[src/rtl/reduce_gate_pkg.sv]
// reduce_gate_pkg: shared mode/state encodings and op helpers for reduce_gate
package reduce_gate_pkg;
  typedef enum logic [2:0] {M_AND, M_NAND, M_OR, M_NOR, M_XOR, M_XNOR} mode_t;
  typedef enum logic [1:0] {IDLE, ACCUM, DONE} state_t;
  typedef enum logic [1:0] {OP_AND, OP_OR, OP_XOR} op_t;
  function automatic op_t base_op(input logic [2:0] m);
    return (m == M_OR || m == M_NOR) ? OP_OR : (m == M_XOR || m == M_XNOR) ? OP_XOR : OP_AND;
  endfunction
  // reserved codes 6-7 fall into the inverted-AND (NAND) path
  function automatic logic inverts(input logic [2:0] m);
    return m == M_NAND || m == M_NOR || m == M_XNOR || m > M_XNOR;
  endfunction
  function automatic logic ident_ones(input op_t op);
    return op == OP_AND;
  endfunction
endpackage

[src/rtl/reduce_group.sv]
// reduce_group: combinational GROUP-operand, BITS-wide reduction; disabled operands act as identity
//   op   : base operation (AND/OR/XOR)
//   data : GROUP operands, operand k at [k*BITS +: BITS]
//   en   : per-operand enable, low for padding slots
//   y    : lane-wise reduction of enabled operands
module reduce_group
  import reduce_gate_pkg::*;
#(
  parameter int BITS  = 1,
  parameter int GROUP = 2
) (
  input  op_t                   op,
  input  logic [GROUP*BITS-1:0] data,
  input  logic [GROUP-1:0]      en,
  output logic [BITS-1:0]       y
);
  always_comb begin
    y = ident_ones(op) ? '1 : '0;
    for (int k = 0; k < GROUP; k++)
      if (en[k])
        y = op == OP_AND ? y & data[k*BITS +: BITS] :
            op == OP_OR  ? y | data[k*BITS +: BITS] : y ^ data[k*BITS +: BITS];
  end
endmodule

[src/rtl/reduce_gate.sv]
// reduce_gate: multi-cycle bitwise reduction of INPUTS operands, GROUP per clock, valid/ready handshake
//   clk, reset_n        : clock, async active-low reset
//   in_valid/in_ready   : request handshake; mode/in_data captured on accept
//   out_valid/out_ready : result handshake; out_data is zero when out_valid is low
//   busy                : high whenever not IDLE
module reduce_gate
  import reduce_gate_pkg::*;
#(
  parameter int BITS   = 1,
  parameter int INPUTS = 8,
  parameter int GROUP  = 2
) (
  input  logic                   clk,
  input  logic                   reset_n,
  input  logic                   in_valid,
  output logic                   in_ready,
  input  logic [2:0]             mode,
  input  logic [INPUTS*BITS-1:0] in_data,
  output logic                   out_valid,
  input  logic                   out_ready,
  output logic [BITS-1:0]        out_data,
  output logic                   busy
);
  localparam int STEPS = (INPUTS + GROUP - 1) / GROUP;
  localparam int CW    = $clog2(STEPS + 1);
  localparam int GW    = GROUP * BITS;
  localparam int PW    = STEPS * GW;
  state_t                 state_q, state_d;
  logic [CW-1:0]          cnt_q;
  logic [BITS-1:0]        acc_q, grp_y;
  logic [INPUTS*BITS-1:0] data_q;
  logic [PW-1:0]          padded;
  logic [GW-1:0]          grp;
  logic [GROUP-1:0]       en;
  op_t                    op_q;
  logic                   inv_q, accept, last;
  assign accept = in_valid && in_ready;
  assign last   = cnt_q == CW'(STEPS - 1);
  assign padded = PW'(data_q);
  assign grp    = GW'(padded >> (int'(cnt_q) * GW));
  // slots beyond the last real operand are disabled so they contribute identity
  always_comb begin
    en = '0;
    for (int k = 0; k < GROUP; k++) en[k] = int'(cnt_q) * GROUP + k < INPUTS;
  end
  reduce_group #(.BITS(BITS), .GROUP(GROUP)) u_group (
    .op  (op_q),
    .data(grp),
    .en  (en),
    .y   (grp_y)
  );
  always_ff @(posedge clk or negedge reset_n)
    if (!reset_n) state_q <= IDLE;
    else          state_q <= state_d;
  always_comb
    state_d = state_q == IDLE  ? (in_valid ? ACCUM : IDLE) :
              state_q == ACCUM ? (last ? DONE : ACCUM) :
              state_q == DONE  ? (out_ready ? IDLE : DONE) : IDLE;
  always_comb begin
    in_ready  = state_q == IDLE;
    busy      = state_q != IDLE;
    out_valid = state_q == DONE;
    out_data  = out_valid ? (inv_q ? ~acc_q : acc_q) : '0;
  end
  always_ff @(posedge clk or negedge reset_n)
    if (!reset_n) begin
      acc_q  <= '0;
      cnt_q  <= '0;
      data_q <= '0;
      op_q   <= OP_AND;
      inv_q  <= 1'b0;
    end else if (accept) begin
      data_q <= in_data;
      op_q   <= base_op(mode);
      inv_q  <= inverts(mode);
      acc_q  <= ident_ones(base_op(mode)) ? '1 : '0;
      cnt_q  <= '0;
    end else if (state_q == ACCUM) begin
      acc_q <= op_q == OP_AND ? acc_q & grp_y : op_q == OP_OR ? acc_q | grp_y : acc_q ^ grp_y;
      cnt_q <= cnt_q + 1'b1;
    end
endmodule
[config.mk]
export PLATFORM = sky130hd
export DESIGN_NAME = reduce_gate
export DESIGN_NICKNAME = d
export VERILOG_FILES = /design/src/rtl/reduce_gate_pkg.sv /design/src/rtl/reduce_group.sv /design/src/rtl/reduce_gate.sv
export SDC_FILE = /design/constraint.sdc
export NUM_CORES = 1
export LEC_CHECK = 0
export ABC_AREA = 1
export CAP_MARGIN = 20
export CORE_UTILIZATION = 40
export CTS_CLUSTER_DIAMETER = 40
export DETAILED_ROUTE_END_ITERATION = 8
export GPL_TIMING_DRIVEN = 0
export PLACE_DENSITY = 0.62
export SYNTH_ARGS = -nofsm -noshare
export SYNTH_HDL_FRONTEND = slang
export SYNTH_SLANG_ARGS = --single-unit
[constraint.sdc]
create_clock -name clk -period 3.2 [get_ports clk]
set_input_delay 0.64 -clock clk [delete_from_list [all_inputs] [get_ports clk]]
set_output_delay 0.64 -clock clk [all_outputs]
set_load 0.03 [all_outputs]
==> run metrics, run 1 <==
grt total ovfl=0; Mapped Cells=between 100 and 150; CP Class=reg -> out; Synth Register Bits=17; CTS tree=done; Placeable Area=0.00221 mm²; Clock Sinks=17; synthesized area per cell=slightly below 8 µm²; vias in the first global route=798; WP data arrival=~2000 ps; Worst setup EP type=primary output; clock skew=about 0.6 ps; Clock Path Buffers=2; Final GP Congestion=0.755; Synth warnings=0; fillcell total=roughly 210; Synth Cell Area=roughly 940 µm²; multi-input logic area=~450 µm²; DIE AREA=0.00256 mm²; setup TNS=0 ps; clock root cell=clkbuf_4; TritonCTS buffer count=3; crit-path max FO=5; Die H=just over 50 µm; static leakage=a little over 0.6 nW; sequential-to-total area share from yosys stat=0.451; RSZ-0062 raised after global routing=false; DP Wirelength=around 1400 µm; layout cells sized above 1=0.0915; Slew Viols, Final=0; commonest non-fill, non-tap cells in the layout=nand2_1 (44), clkdlybuf4s50_1 (18), dfrtp_1 (17); Final Setup Violations=0; ant diodes=0; Startpoint Class=register; Tcrit/Tclk final=0.812; area delta synth->final=25.7%; total number of vias=between 800 and 900; total track usage=0.179; IO Port Bufs=18; CP Data Required Time=between 2000 and 3000 ps; post-cts resize count=0; first-pass GRT wire length=about 3300 µm; Total Nets Final=164; Power Dens Cells=about 930 mW/mm²; largest net degree at the start of global routing=18; detailed-route DRC error count=0; Die Wd=50.6 µm; final cell count without fillers=170; IO Count=19; FMAX=between 300 and 400 MHz; ANT nets after route=0; Max-cap violations=0; CTS Hold Bufs=0; Tmin final=2600 ps; Clock Latency Late Sink=300 ps; commonest non-fill, non-tap cell in the layout=nand2_1; Pre-antenna DRT Iters=4; area of all sequential standard cells=roughly 430 µm²; worst-case vdd ir drop=slightly below 400 µV; H-tree levels=1; Worst-Margin Slew=between 700 and 800 ps; Initial Utilization=0.426; placed insts=about 170; initial antenna violation count=0; Vias/cell=4.84; Final Hold Viols=0; post-synthesis cell type count=19; Hold/Removal Path Class=reg -> reg; postcts setup bufs=0; Slew Limit Headroom=0.471; status=finished clean; Row Count=17; clock slew at reported path FFs=roughly 100 ps; syn_nets=around 140; wire length per cell=~11 µm; routed wire length=1840 µm; initial DRC count=15
cells in the mapped netlist:
cell       instances  share of area
inv_2              1         0.0040
buf_4              1         0.0080
o21ai_0            7          0.037
o21ai_2            3          0.028
ha_1               6          0.080
o2111ai_1          1         0.0093
nand3_1            7          0.037
o21ai_1            1         0.0053
nor2_1             7          0.028
nand2_4            1          0.012
nor2_4             1          0.012
nand2_1           44           0.18
a21oi_1            2          0.011
a21oi_2            2          0.019
nand3b_1           1         0.0080
or2_1              1         0.0066
inv_1             16          0.064
o22ai_1            1         0.0066
dfrtp_1           17           0.45
metrics by stage:
stage | utilization | instance area (µm²) | hold WS, ps | power (W) | setup WS [ps]
6_report | 0.536 | 1190 | 490 | 0.00110 | 601
5_1_grt | 0.536 | 1190 | 529 | 0.00123 | 496
4_1_cts | 0.536 | 1190 | 496 | 0.00111 | 590
3_5_place_dp | 0.524 | 1160 | 468 | 0.000984 | 937
3_3_place_gp | 0.524 | 1160 | 464 | 0.000959 | 960
2_1_floorplan | - | 943 | 344 | 0.000823 | 1210
critical path, cell delays in order, from the launching register on:
cell and delay [ps]:
dfrtp_1 410, inv_1 120, or2_1 250, inv_2 70, o21ai_2 50, a21oi_2 90
clkdlybuf4s50_1 670
registers in the layout, indices dropped and copies added, names as in the netlist:
name / cells
cnt_q: 3
inv_q: 1
data_q: 8
state_q: 2
acc_q: 1
op_q: 2
worst paths after layout:
| kind | from | to | slack (ps) | depth (start not counted) |
|---|---|---|---|---|
| max | state_q[1]$_DFF_PN0_ | out_data | 600 | 6 |
| max in group asynchronous | reset_n | inv_q$_DFFE_PN0P_ | 1920 | 1 |
| min reg2reg | data_q[3]$_DFFE_PN0P_ | data_q[3]$_DFFE_PN0P_ | 490 | 2 |
| max reg2reg | cnt_q[0]$_DFFE_PN0P_ | acc_q$_DFFE_PN0P_ | 960 | 14 |
| min | data_q[3]$_DFFE_PN0P_ | data_q[3]$_DFFE_PN0P_ | 490 | 2 |
| min in group asynchronous | reset_n | state_q[1]$_DFF_PN0_ | 790 | 1 |
kinds of logic (layout without fill, tap and decap cells):
group / after synthesis / count (layout) / share of synthesized area
flip-flops: 17 / 17 / 0.451
adder cells (fa/ha/maj): 6 / 6 / 0.0796
buffers and inverters: 18 / 40 / 0.0756
AO/OA/AOI/OAI: 17 / 17 / 0.115
AND/OR/NAND/NOR: 62 / 62 / 0.279
layout make-up:
class                      count  share of cell area
buffer                         1             0.00633
inverter                      17              0.0538
clock buffer                   3              0.0190
timing repair buffer          18               0.152
multi-input combinational     85               0.377
tap                           28              0.0295
sequential                    17               0.359
clock inverter                 1             0.00422
power breakdown:
| part | internal (W) | switching [W] |
|---|---|---|
| clock | 0.0000467 | 0.0000726 |
| combinational | 0.000237 | 0.000328 |
| sequential | 0.000317 | 0.0000954 |
per-layer routing:
layer / part of all wire / wire length, µm / track usage / vias up
met3: 0.036 / 66 / 0.0364 / 6
met2: 0.46 / 840 / 0.309 / 17
met4: 0.026 / 48 / 0.0972 / 0
li1: - / - / - / 424
met5: 0 / 0 / 0 / -
met1: 0.48 / 890 / 0.205 / 375
Note: power is estimated with default switching activity, not from simulation.
==> run 2: changes to the inputs <==
- clock period: 3.2 -> 2.4 ns (I/O delays scaled with it)
==> run 2 against run 1 <==
Against the previous run:
- via count unchanged
- global-route usage did not move
- clock power grew 34%
- largest power group unchanged
- design area unchanged
- sequential share of layout area up 0.11 points
- combinational power grew 33%
- first-iteration DRC count stayed put
- non-clock buffer count did not move
==> run metrics, run 2 (same netlist as run 1, synthesis figures left out) <==
RSZ-0062 raised after global routing=false (unchanged); wire length per cell=10.8 µm (unchanged); hold path cells=2 (unchanged); Worst setup EP type=primary output (unchanged); first-pass GRT wire length=3320 µm (unchanged); Place WS=200 ps (was 937 ps); post-cts resize count=1 (was 0); IO Count=19 (unchanged); Initial Utilization=0.426 (unchanged); final cell count without fillers=170 (unchanged); Final GP Congestion=0.755 (unchanged); Vias/cell=4.84 (unchanged); largest net degree at the start of global routing=18 (unchanged); Cell Area, Placed=0.00116 mm² (unchanged); ant diodes=0 (unchanged); clock skew=0.618 ps (about the same); Clock Sinks=17 (unchanged); crit-path max FO=5 (unchanged); total number of vias=822 (unchanged); reg-to-reg startpoint=cnt_q[0]$_DFFE_PN0P_ (unchanged); Tcrit/Tclk final=0.953; Placeable Area=0.00221 mm² (unchanged); H-tree levels=1 (unchanged); CP Data Required Time=1920 ps (was 2560 ps); CTS Hold Bufs=0 (unchanged); r2r endpoint=acc_q$_DFFE_PN0P_ (unchanged); Final Setup Violations=0 (unchanged); Clock Path Buffers=2 (unchanged); clock slew at reported path FFs=100 ps (about the same); Clock Latency Late Sink=300 ps (about the same); TritonCTS buffer count=3 (unchanged); Total Power=0.00146 W (was 0.00110 W); hold_sp=data_q[3]$_DFFE_PN0P_ (unchanged); FMAX=between 400 and 500 MHz; vias in the first global route=798 (unchanged); initial antenna violation count=0 (unchanged); layout cells sized above 1=0.0986 (was 0.0915); detailed-route DRC error count=0 (unchanged); IO Port Bufs=18 (unchanged); Hold/Removal Path Class=reg -> reg (unchanged); Die Wd=50.6 µm (unchanged); DP Wirelength=1370 µm (unchanged); Power Dens Cells=1230 mW/mm² (was 925 mW/mm²); commonest non-fill, non-tap cells in the layout=nand2_1 (44), clkdlybuf4s50_1 (17), inv_1 (16), dfrtp_1 (16) (was nand2_1 (44), clkdlybuf4s50_1 (18), dfrtp_1 (17)); CTS tree=done (unchanged); Worst-Margin Slew=790 ps (was 791 ps); Row Count=17 (unchanged); biggest regs=data_q: 8 flops, cnt_q: 3 flops (unchanged); total track usage=0.179 (unchanged); DIE AREA=0.00256 mm² (unchanged); clock root cell=clkbuf_4 (unchanged); placed insts=166 (unchanged); Hold EP=data_q[3]$_DFFE_PN0P_ (unchanged); Pre-antenna DRT Iters=4 (unchanged); Final Hold Viols=0 (unchanged); WP data arrival=1810 ps (was 1960 ps); max FFs per register=8 (unchanged); static leakage=0.613 nW (was 0.609 nW); Reg with most FFs=data_q (unchanged); commonest non-fill, non-tap cell in the layout=nand2_1 (unchanged); grt total ovfl=0 (unchanged); Die H=50.6 µm (unchanged); R2R setup slack=230 ps (was 960 ps); Max-cap violations=0 (unchanged); area delta synth->final=25.7% (unchanged); worst-case vdd ir drop=527 µV (was 395 µV); Total Nets Final=164 (unchanged); Reg2Reg Depth=13 (was 14); Startpoint Class=register (unchanged); initial DRC count=15 (unchanged); fillcell total=215 (was 214); postcts setup bufs=0 (unchanged); Slew Limit Headroom=0.471 (about the same); ANT nets after route=0 (unchanged); Tmin final=2290 ps; post-route cell area=0.00119 mm² (unchanged); status=finished clean (unchanged); CP Class=reg -> out (unchanged); Slew Viols, Final=0 (unchanged); worst setup margin=113 ps (was 601 ps); setup TNS=0 ps (unchanged); routed wire length=1840 µm (unchanged)
==> run 2: changes by cell type in the layout (fill, tap and decap cells not counted) <==
cell | previous run | this run
dfrtp_2 | 0 | 1
dfrtp_1 | 17 | 16
dlygate4sd2_1 | 0 | 1
clkdlybuf4s50_1 | 18 | 17
==> run 2: worst max-delay path by stage <==
| stage | from | end | slack, ps | cells after the start |
|---|---|---|---|---|
| 2_1_floorplan | cnt_q[0]$_DFFE_PN0P_ | acc_q$_DFFE_PN0P_ | 410 | 14 |
| 3_3_place_gp | cnt_q[0]$_DFFE_PN0P_ | acc_q$_DFFE_PN0P_ | 250 | 14 |
| 3_5_place_dp | cnt_q[0]$_DFFE_PN0P_ | acc_q$_DFFE_PN0P_ | 200 | 14 |
| 4_1_cts | state_q[1]$_DFF_PN0_ | out_valid | 110 | 4 |
| 5_1_grt | state_q[1]$_DFF_PN0_ | out_valid | 20 | 4 |
| 6_report | state_q[1]$_DFF_PN0_ | out_valid | 110 | 4 |
==> run 2: power by group <==
group	switching, W	internal, W	total (W)
clock network	0.0000968	0.0000623	0.000159
logic	0.000438	0.000315	0.000753
registers	0.000127	0.000424	0.000552
total	0.000662	0.000802	0.00146
==> run 2: final cells by class <==
class                   instances  area (µm²)  share of cell area
multi-input cells              85         447               0.377
flip-flops and latches         17         427               0.360
repair buffers                 18         179               0.151
inverters                      17        63.8              0.0538
well taps                      28        35.0              0.0295
clock buffers                   3        22.5              0.0190
plain buffers                   1        7.51             0.00633
clock inverters                 1        5.00             0.00422
==> run 2: through the flow <==
step | util | hold slack [ps]
floorplan | - | 184
global placement | 0.524 | 464
detailed placement | 0.524 | 468
CTS | 0.536 | 496
global route | 0.536 | 529
finish | 0.536 | 490
==> run 2: worst max-delay path, cell delays in order, from the launching register on <==
cell and delay (ps):
dfrtp_1 410, inv_1 120, or2_1 250, inv_2 70, clkdlybuf4s50_1 660
==> run 2: routing by layer <==
layer | track usage | up-vias | wire [µm]
met5 | 0 | - | 0
met4 | 0.0972 | 0 | 48
met3 | 0.0364 | 6 | 66
met2 | 0.309 | 17 | 840
met1 | 0.205 | 375 | 890
li1 | - | 424 | -
==> variant (flow settings as in run 2) <==
Encoding of `op_t`: now one-hot (3 bits for 3 values).
--- a/src/rtl/reduce_gate_pkg.sv
+++ b/src/rtl/reduce_gate_pkg.sv
@@ -3,5 +3,5 @@
   typedef enum logic [2:0] {M_AND, M_NAND, M_OR, M_NOR, M_XOR, M_XNOR} mode_t;
   typedef enum logic [1:0] {IDLE, ACCUM, DONE} state_t;
-  typedef enum logic [1:0] {OP_AND, OP_OR, OP_XOR} op_t;
+  typedef enum logic [2:0] {OP_AND = 3'b001, OP_OR = 3'b010, OP_XOR = 3'b100} op_t;
   function automatic op_t base_op(input logic [2:0] m);
     return (m == M_OR || m == M_NOR) ? OP_OR : (m == M_XOR || m == M_XNOR) ? OP_XOR : OP_AND;
Formal check against the unedited RTL: no difference found for any inputs over 10 cycles, from zero or initial values and one cycle with reset_n low; not proved beyond that.
==> variant against run 2 <==
- clock power up 17%
- total power up 20%
- cell area up 9.6%
- sequential cell count up 1
- die area up 10%
- routed wire length up 4.5%
- synthesized area up 10%
- worst setup slack better by 0.11 ns
- count of clock-buffer cells in the layout up 1
- synthesized cell count up 11%
- non-clock buffer count unchanged
==> variant: results <==
group,metric,value,unit
grt,grt_usage,16.3,%
yosys,synthCells,133,
sta,fin_ws,0.227,ns
place,preCtsSetupSlack,0.166,ns
power,p_int,954,uW
routing,drtIter0Drc,20,
final_layout,nets,177,
sta,max-slew-margin-rel,47.6,%
place,place_inst,181,
final_layout,area_growth,24.7,%
grt,grt_max_degree,19,
run_status,status,"complete, no violations",
sta,skew,0.00216,ns
power,power.leakage,0.693,nW
worst_setup_path,crit_fanout,8,
yosys,synth_cell_types,23,
routing,vias,877,
grt,grt_pass1_vias,749,
power,pg_clk,186,uW
power,vdd_drop_max,695,uV
final_layout,drive_gt1_share,14.8,%
yosys,ys_seq_area_share,43.3,%
power,power.total,1.76,mW
place,dpl-instance-area,0.00126,mm^2
place,hpwlAfterDp,1550,um
grt,grt_pass1_wl,3260,um
routing,wl_per_cell,10.4,um
[variant: cell types whose count changed in the layout (fill, tap and decap cells not counted), moves of 2 or more]
cell	change
nand3_1	-5
nor2_2	+2
inv_1	+3
nand4_1	+3
o21ai_1	+4
nor2_1	+3
inv_2	+3
nand2_1	-2
[variant: critical path: stages (launching register included)]
cell and delay (ns):
dfrtp_2 0.45, nor2_1 0.07, nor2_1 0.09, o21ai_1 0.08, a21oi_2 0.16, inv_1 0.06, ha_1 0.27, inv_1 0.04
nand2_1 0.05, a21oi_1 0.06, nor2_1 0.15, inv_1 0.07, ha_1 0.28, nand2_1 0.07, nand3_1 0.07, nand2_1 0.08
a21oi_2 0.05
[variant: timing repair]
action | 4_1_cts | 5_1_grt
endpoints found under the setup margin | 0 | 2
setup buffers | 0 | 0
gates resized for setup | 0 | 2
hold buffers | 0 | 0
[variant: per-layer routing]
layer / share of wire [%] / GRT usage, %
met1: 49 / 21.4
met2: 48 / 25.7
met3: 1.9 / 3.45
met4: 0.52 / 6.58
met5: 0 / 0
[variant: cell families after synthesis]
family,count (synthesis)
and+or+nand+nor,64
DFF,18
adders and majority gates,6
AOI/OAI and AO/OA,20
buffers and inverters,25
[variant: worst paths after layout]
path	slack (ns)	endpoint	cells after the start	from
setup / recovery	0.23	acc_q	16	cnt_q[0]
hold / removal	0.49	data_q[0]	2	data_q[0]
setup reg to reg	0.23	acc_q	16	cnt_q[0]
hold reg to reg	0.49	data_q[0]	2	data_q[0]
max in group asynchronous	1.23	cnt_q[0]	1	reset_n
min in group asynchronous	0.64	data_q[3]	1	reset_n
[variant: layout make-up]
class,instances,area share [%]
buffer,1,0.577
clock buffer,4,2.79
inverter,24,7.31
multi-input combinational,90,37.5
sequential,18,34.8
tap,30,2.89
timing repair buffer,18,14.1
